[config.mk]
export PLATFORM = sky130hd
export DESIGN_NAME = tlb_ctrl
export DESIGN_NICKNAME = d
export VERILOG_FILES = /design/src/rtl/tlb_ctrl_pkg.sv /design/src/rtl/tlb_victim_sel.sv /design/src/rtl/tlb_ctrl.sv
export SDC_FILE = /design/constraint.sdc
export NUM_CORES = 1
export LEC_CHECK = 0
export BUFFER_PORTS_ARGS = -buffer_cell sky130_fd_sc_hd__clkbuf_2
export CORE_AREA = 2 2 145 147
export CTS_BUF_LIST = sky130_fd_sc_hd__clkbuf_8
export CTS_CLUSTER_SIZE = 8
export DETAILED_ROUTE_END_ITERATION = 16
export DIE_AREA = 0 0 147 149
export HOLD_SLACK_MARGIN = 0.06
export MAX_ROUTING_LAYER = met4
export PLACE_DENSITY = 0.68
export SKIP_LAST_GASP = 1
export SYNTH_ARGS = -nofsm -noshare
export SYNTH_HDL_FRONTEND = slang
export SYNTH_HIERARCHICAL = 1
export SYNTH_SLANG_ARGS = --single-unit
export TNS_END_PERCENT = 10
[constraint.sdc]
create_clock -name clk -period 3.1 [get_ports clk]
set_clock_uncertainty 0.1 [all_clocks]
set_input_delay 0.465 -clock clk [delete_from_list [all_inputs] [get_ports clk]]
set_output_delay 0.465 -clock clk [all_outputs]
set_load 0.02 [all_outputs]
[src/rtl/tlb_ctrl_pkg.sv]
// Shared sizes, FSM encoding and permission helper for the TLB controller.
// FLUSH state exists only when TLB_FLUSH_EN is defined.
package tlb_ctrl_pkg;

  localparam int NUM_SETS         = 16;
  localparam int NUM_WAYS         = 4;
  localparam int SET_INDEX_BITS   = 4;
  localparam int LRU_BITS         = 4;
  localparam int WAY_BITS         = 2;
  localparam int VPN_BITS         = 20;
  localparam int PPN_BITS         = 20;
  localparam int PAGE_OFFSET_BITS = 12;
  localparam int PERM_R           = 0;
  localparam int PERM_W           = 1;

  typedef enum logic [2:0] {
    S_IDLE      = 3'd0,
    S_LOOKUP    = 3'd1,
    S_WALK_REQ  = 3'd2,
    S_WALK_WAIT = 3'd3,
    S_FILL      = 3'd4,
    S_RESP      = 3'd5
`ifdef TLB_FLUSH_EN
    ,S_FLUSH    = 3'd6
`endif
  } state_t;

  function automatic logic perm_ok(
    input logic [1:0] perms,
    input logic       write
  );
    return write ? perms[PERM_W] : perms[PERM_R];
  endfunction

endpackage

[src/rtl/tlb_victim_sel.sv]
// Miss victim choice: lowest invalid way, else smallest use count
// (lowest index on ties).
module tlb_victim_sel
  import tlb_ctrl_pkg::*;
#(
  parameter int NUM_WAYS = 4,
  parameter int LRU_BITS = 4
) (
  input  logic [NUM_WAYS-1:0]          valid,
  input  logic [LRU_BITS*NUM_WAYS-1:0] lru_count,
  output logic [WAY_BITS-1:0]          victim
);

  logic                inv_found;
  logic [WAY_BITS-1:0] inv_way;
  logic [WAY_BITS-1:0] min_way;
  logic [LRU_BITS-1:0] min_cnt;

  always_comb begin
    inv_found = 1'b0;
    inv_way   = '0;
    min_way   = '0;
    min_cnt   = lru_count[LRU_BITS-1:0];
    for (int w = NUM_WAYS - 1; w >= 0; w--) begin
      if (!valid[w]) begin
        inv_found = 1'b1;
        inv_way   = WAY_BITS'(w);
      end
    end
    // strict compare keeps the earlier way on a tie
    for (int w = 1; w < NUM_WAYS; w++) begin
      if (lru_count[w*LRU_BITS +: LRU_BITS] < min_cnt) begin
        min_cnt = lru_count[w*LRU_BITS +: LRU_BITS];
        min_way = WAY_BITS'(w);
      end
    end
    victim = inv_found ? inv_way : min_way;
  end

endmodule

[src/rtl/tlb_ctrl.sv]
// TLB lookup/fill controller in front of tlb_storage and the page walker.
// Define TLB_FLUSH_EN to add flush_req/flush_busy and the FLUSH sweep.
module tlb_ctrl
  import tlb_ctrl_pkg::*;
#(
  parameter int NUM_SETS       = 16,
  parameter int NUM_WAYS       = 4,
  parameter int SET_INDEX_BITS = 4,
  parameter int LRU_BITS       = 4
) (
  input  logic                           clk,
  input  logic                           rst,
`ifdef TLB_FLUSH_EN
  input  logic                           flush_req,
  output logic                           flush_busy,
`endif
  input  logic                           req_valid,
  output logic                           req_ready,
  input  logic [31:0]                    req_vaddr,
  input  logic                           req_write,
  output logic                           resp_valid,
  input  logic                           resp_ready,
  output logic [31:0]                    resp_paddr,
  output logic                           resp_hit,
  output logic                           resp_fault,
  output logic                           walk_req_valid,
  input  logic                           walk_req_ready,
  output logic [19:0]                    walk_vpn,
  input  logic                           walk_resp_valid,
  input  logic                           walk_fault,
  input  logic [19:0]                    walk_ppn,
  input  logic [1:0]                     walk_perms,
  output logic [SET_INDEX_BITS-1:0]      rd_set_index,
  input  logic [NUM_WAYS-1:0]            rd_valid,
  input  logic [2*NUM_WAYS-1:0]          rd_perms,
  input  logic [20*NUM_WAYS-1:0]         rd_vpn,
  input  logic [20*NUM_WAYS-1:0]         rd_ppn,
  input  logic [LRU_BITS*NUM_WAYS-1:0]   rd_lru_count,
  output logic                           wr_en,
  output logic [SET_INDEX_BITS-1:0]      wr_set_index,
  output logic [1:0]                     wr_way,
  output logic                           wr_valid,
  output logic [19:0]                    wr_vpn,
  output logic [19:0]                    wr_ppn,
  output logic [1:0]                     wr_perms,
  output logic [LRU_BITS-1:0]            wr_lru_count,
  output logic                           lru_update_en,
  output logic [SET_INDEX_BITS-1:0]      lru_set_index,
  output logic [1:0]                     lru_way,
  output logic [LRU_BITS-1:0]            lru_value
);

  state_t state, state_nxt;

  logic [31:0]         vaddr_q;
  logic                write_q;
  logic [19:0]         ppn_q;
  logic [1:0]          perms_q;
  logic                hit_q;
  logic                fault_q;
  logic [WAY_BITS-1:0] way_q;

  logic [VPN_BITS-1:0]       vpn;
  logic [SET_INDEX_BITS-1:0] set;

  logic                hit;
  logic [WAY_BITS-1:0] hit_way;
  logic [19:0]         hit_ppn;
  logic [1:0]          hit_perms;
  logic [LRU_BITS-1:0] hit_cnt;
  logic                hit_ok;
  logic [WAY_BITS-1:0] victim_way;
  logic                accept;

`ifdef TLB_FLUSH_EN
  localparam int FC_W = SET_INDEX_BITS + WAY_BITS;
  localparam logic [FC_W-1:0] FC_LAST = FC_W'(NUM_SETS * NUM_WAYS - 1);
  logic [FC_W-1:0] flush_cnt;
`endif

  assign vpn = vaddr_q[31:PAGE_OFFSET_BITS];
  assign set = vpn[SET_INDEX_BITS-1:0] & SET_INDEX_BITS'(NUM_SETS - 1);

  // descending scan so the lowest matching way wins
  always_comb begin
    hit       = 1'b0;
    hit_way   = '0;
    hit_ppn   = '0;
    hit_perms = '0;
    hit_cnt   = '0;
    for (int w = NUM_WAYS - 1; w >= 0; w--) begin
      if (rd_valid[w] && rd_vpn[w*20 +: 20] == vpn) begin
        hit       = 1'b1;
        hit_way   = WAY_BITS'(w);
        hit_ppn   = rd_ppn[w*20 +: 20];
        hit_perms = rd_perms[w*2 +: 2];
        hit_cnt   = rd_lru_count[w*LRU_BITS +: LRU_BITS];
      end
    end
  end

  assign hit_ok = perm_ok(hit_perms, write_q);

  tlb_victim_sel #(
    .NUM_WAYS (NUM_WAYS),
    .LRU_BITS (LRU_BITS)
  ) u_victim (
    .valid     (rd_valid),
    .lru_count (rd_lru_count),
    .victim    (victim_way)
  );

  always_ff @(posedge clk or posedge rst) begin
    if (rst) state <= S_IDLE;
    else     state <= state_nxt;
  end

  always_comb begin
    state_nxt      = state;
    req_ready      = 1'b0;
    resp_valid     = 1'b0;
    resp_paddr     = '0;
    resp_hit       = 1'b0;
    resp_fault     = 1'b0;
    walk_req_valid = 1'b0;
    walk_vpn       = '0;
    rd_set_index   = set;
    wr_en          = 1'b0;
    wr_set_index   = '0;
    wr_way         = '0;
    wr_valid       = 1'b0;
    wr_vpn         = '0;
    wr_ppn         = '0;
    wr_perms       = '0;
    wr_lru_count   = '0;
    lru_update_en  = 1'b0;
    lru_set_index  = '0;
    lru_way        = '0;
    lru_value      = '0;
`ifdef TLB_FLUSH_EN
    flush_busy     = 1'b0;
`endif
    unique case (state)
      S_IDLE: begin
        req_ready = 1'b1;
`ifdef TLB_FLUSH_EN
        if (flush_req) begin
          req_ready = 1'b0;
          state_nxt = S_FLUSH;
        end else
`endif
        if (req_valid) state_nxt = S_LOOKUP;
      end
      S_LOOKUP: begin
        if (hit) begin
          if (hit_ok && !(&hit_cnt)) begin
            lru_update_en = 1'b1;
            lru_set_index = set;
            lru_way       = hit_way;
            lru_value     = hit_cnt + 1'b1;
          end
          state_nxt = S_RESP;
        end else begin
          state_nxt = S_WALK_REQ;
        end
      end
      S_WALK_REQ: begin
        walk_req_valid = 1'b1;
        walk_vpn       = vpn;
        if (walk_req_ready) state_nxt = S_WALK_WAIT;
      end
      S_WALK_WAIT: begin
        if (walk_resp_valid)
          state_nxt = walk_fault ? S_RESP : S_FILL;
      end
      S_FILL: begin
        wr_en        = 1'b1;
        wr_set_index = set;
        wr_way       = way_q;
        wr_valid     = 1'b1;
        wr_vpn       = vpn;
        wr_ppn       = ppn_q;
        wr_perms     = perms_q;
        wr_lru_count = LRU_BITS'(1);
        state_nxt    = S_RESP;
      end
      S_RESP: begin
        resp_valid = 1'b1;
        resp_hit   = hit_q;
        resp_fault = fault_q;
        if (!fault_q)
          resp_paddr = {ppn_q, vaddr_q[PAGE_OFFSET_BITS-1:0]};
        if (resp_ready) state_nxt = S_IDLE;
      end
`ifdef TLB_FLUSH_EN
      S_FLUSH: begin
        flush_busy   = 1'b1;
        wr_en        = 1'b1;
        wr_set_index = flush_cnt[FC_W-1:WAY_BITS];
        wr_way       = flush_cnt[WAY_BITS-1:0];
        if (flush_cnt == FC_LAST) state_nxt = S_IDLE;
      end
`endif
      default: state_nxt = S_IDLE;
    endcase
  end

  assign accept = (state == S_IDLE) && req_valid && req_ready;

  always_ff @(posedge clk or posedge rst) begin
    if (rst) begin
      vaddr_q   <= '0;
      write_q   <= 1'b0;
      ppn_q     <= '0;
      perms_q   <= '0;
      hit_q     <= 1'b0;
      fault_q   <= 1'b0;
      way_q     <= '0;
`ifdef TLB_FLUSH_EN
      flush_cnt <= '0;
`endif
    end else begin
      if (accept) begin
        vaddr_q <= req_vaddr;
        write_q <= req_write;
        hit_q   <= 1'b0;
        fault_q <= 1'b0;
        ppn_q   <= '0;
      end
      if (state == S_LOOKUP) begin
        if (hit) begin
          hit_q   <= 1'b1;
          ppn_q   <= hit_ppn;
          fault_q <= !hit_ok;
        end else begin
          way_q   <= victim_way;
        end
      end
      if (state == S_WALK_WAIT && walk_resp_valid) begin
        if (walk_fault) begin
          fault_q <= 1'b1;
        end else begin
          ppn_q   <= walk_ppn;
          perms_q <= walk_perms;
        end
      end
      if (state == S_FILL)
        fault_q <= !perm_ok(perms_q, write_q);
`ifdef TLB_FLUSH_EN
      if (state == S_FLUSH) flush_cnt <= flush_cnt + 1'b1;
      else                  flush_cnt <= '0;
`endif
    end
  end

endmodule
==> results_dict.tcl <==
set metrics [dict create \
    cts_tree "built" \
    cts-root-buf "clkbuf_8" \
    io_pins 376 \
    ys.flop_type "dfrtp_1" \
    p_total_uw 5463 \
    ys_types 64 \
    slew_headroom 0.4288 \
    antenna_found_initial 0 \
    cap_violations 0 \
    crit_start "vaddr_q[19]" \
    max_stage_delay_ns 0.48 \
    postLayoutCoreUtil 0.4639 \
    fin_setup_tns_ns -12.51 \
    gp_congestion 0.9587 \
    crit_path_end "lru_value[3]" \
    yosys_warnings 6 \
    vdd_drop_max_mv 0.3111 \
    syn_area_mm2 0.005867 \
    tightest_slew_ns 0.8568 \
    htree_levels 3 \
    synthTopCellsByArea "dfrtp_1, and2_1, nand2_1, xor2_1, xnor2_1" \
    synthTopCellsByCount "nand2_1, and2_1, dfrtp_1, xor2_1, clkbuf_1" \
    clock_latency_ns 0.36 \
    fmax_ghz 0.2497 \
    reg2reg_slack_ns -0.11 \
    rr_worst_depth 13 \
    nets 1471 \
    clkSinkCount 62 \
    cts_buffer_depth 2 \
    yosysTopAreaCellShare 0.2644 \
    path_cells "xor2_1, nor4_1, nand4_1, nor4_4, buf_4, buf_6, nor3_2, a311o_1, buf_4, or4_4, a211oi_2, buf_4" \
    setup_viol 33 \
    yosysTopAreaCell "dfrtp_1" \
    synth_edf_count 0 \
    core_area_mm2 0.02056 \
    cp.arrival_ns 3.44 \
    grt_max_degree 63 \
    fin_crit_ns 4.005 \
    start_kind "flip-flop" \
    yosysMostFrequentCell "nand2_1" \
    drt-total-wl_um 27190 \
    status "finished, violations left" \
    worstSetupPathType "flip-flop to output port" \
    power.leakage_uw 0.004877 \
    area_growth_pct 62.55 \
    cts.clk_slew.worst_paths_ns 0.09 \
    crit_buf_inv 4 \
    rsz0062_at_grt "true" \
    end_kind "output port" \
    firstDrtPassIters 5 \
    r2r-start "vaddr_q[19]" \
    drtIter0Drc 383 \
    cp.required_ns 2.53 \
    violations "setup timing" \
    drive_gt1_frac 0.5066 \
    path_max_fanout 7 \
    p_per_area_mw_per_mm2 572.8 \
    path_common_cell "buf_4" \
    drc 0 \
    synthCells 758 \
    io_buffers 372 \
    grt-ovfl-total 0 \
    postRouteAntennaNets 0 \
    crit_slowest_cell "dfrtp_2" \
    place_ws_ns -1.101 \
    vias 7439 \
    start_util 0.2854 \
    avgSynthCellArea_um2 7.740 \
    routed_via_density 4.996 \
    synth_seq_cells 62 \
    cts_buffers 9 \
    grt_pass1_vias 7068 \
    dieArea_mm2 0.02190 \
    grt_usage 0.2458 \
    dieHeight_um 149 \
    dpl.hpwl_um 20880 \
    cpLargestDelayFamily "simple AND/OR/NAND/NOR gates" \
    ys_seq_area_frac 0.2644 \
    diodes 0 \
    die_w_um 147 \
    grt_pass1_wl_um 40320 \
    hold_viol_final 0 \
    hold_buffers 0 \
    cp_num_cells 12 \
    hp-class "primary input to flip-flop" \
    report.final.slew_viol_count 0 \
    period_share 1.292 \
    r2r-end "ppn_q[5]" \
    post_drt_wl_per_cell_um 18.26 \
    async_flop_share 1.000 \
    layout_setup_ws_ns -0.9051 \
    rows 53 \
]
[power breakdown]
group | total (uW) | internal, uW | switching, uW
combinational | 3080 | 1470 | 1600
clock | 761 | 374 | 387
sequential | 1620 | 1200 | 425
total | 5460 | 3050 | 2420
[flip-flops by register name, indices dropped and copies added (netlist names)]
register and cells:
way_q 2, state 3, hit_q 1, write_q 1, fault_q 1, perms_q 2
vaddr_q 32, ppn_q 20
[per-stage QoR]
step / hold slack (ns) / instance area, um2 / cells
floorplan: 0.3374 / 5949 / 760
finish: 0.1851 / 9537 / 1489
detailed placement: 0.3557 / 8697 / 1446
CTS: 0.1560 / 9319 / 1480
global placement: 0.3523 / 8697 / 1446
global route: 0.1638 / 9537 / 1489
[worst min path at each step]
| stage | from | to | slack [ns] | cells after the start |
|---|---|---|---|---|
| detailed placement | vaddr_q[8] | vaddr_q[8] | 0.36 | 2 |
| CTS | req_vaddr[0] | vaddr_q[0] | 0.16 | 3 |
| finish | req_vaddr[0] | vaddr_q[0] | 0.19 | 3 |
| global route | req_vaddr[0] | vaddr_q[0] | 0.16 | 3 |
| global placement | vaddr_q[2] | vaddr_q[2] | 0.35 | 2 |
| floorplan | vaddr_q[0] | vaddr_q[0] | 0.34 | 2 |
[worst register-to-register path: stages (launching register included)]
cell and delay, ns:
dfrtp_2 0.48, xor2_1 0.19, nor4_1 0.34, nand4_1 0.20
nor4_4 0.23, buf_4 0.19, buf_8 0.12, buf_4 0.10
nor4_2 0.04, nand2b_1 0.15, buf_4 0.24, nor3b_2 0.22
buf_12 0.18, a221o_1 0.31
[cell usage in the layout (no fill, tap or decap), types with 5 or more instances in the layout]
cell type,synthesis,layout
dfrtp_2,0,13
xnor2_2,0,6
dfrtp_1,62,49
nand4_1,11,11
inv_1,18,16
a221o_1,21,21
a21oi_1,27,27
buf_6,3,6
nand2_1,157,157
buf_12,0,7
o21bai_1,6,5
xnor2_1,31,25
nand2b_1,6,6
buf_4,18,129
and2_1,97,97
nor2_1,30,26
nor3_2,1,5
nor3_1,10,6
nor4_1,13,5
a311o_1,21,21
clkbuf_2,0,367
nor4_2,1,8
clkbuf_8,0,12
nand3_1,27,27
ha_1,12,7
xor2_1,50,49
o21ai_0,9,7
[layer usage]
| metal | share of wire | track usage | vias to the layer above |
|---|---|---|---|
| met2 | 0.48 | 0.3817 | 341 |
| met1 | 0.44 | 0.3362 | 3587 |
| met5 | 0 | - | - |
| li1 | - | - | 3476 |
| met3 | 0.070 | 0.04924 | 35 |
| met4 | 0.014 | 0.04663 | 0 |
[what timing repair did]
item,4_1_cts,5_1_grt
pin swaps,27,24
gates cloned,2,0
setup buffers,16,9
resized for setup,54,29
endpoints found under the setup margin,33,34
[cells by family (layout without fill, tap and decap cells)]
| group | count (synthesis) | count (layout) | share of synthesized area |
|---|---|---|---|
| simple gates | 382 | 382 | 0.3370 |
| mux | 7 | 7 | 0.01301 |
| compound gates | 117 | 117 | 0.1593 |
| fa+ha+maj | 12 | 12 | 0.02559 |
| flops | 62 | 62 | 0.2644 |
| buf+inv | 96 | 550 | 0.07912 |
| other cells | 1 | 3 | 0.0006392 |
| xor+xnor | 81 | 81 | 0.1209 |
[final cells by class]
class	instances	area (um2)
fillers	2077	11020
multi-input cells	602	4205
repair buffers	516	3149
flip-flops and latches	62	1568
well taps	275	344.1
clock buffers	9	123.9
clock inverters	7	76.32
inverters	18	70.07
Note: power is estimated with default switching activity, not from simulation.
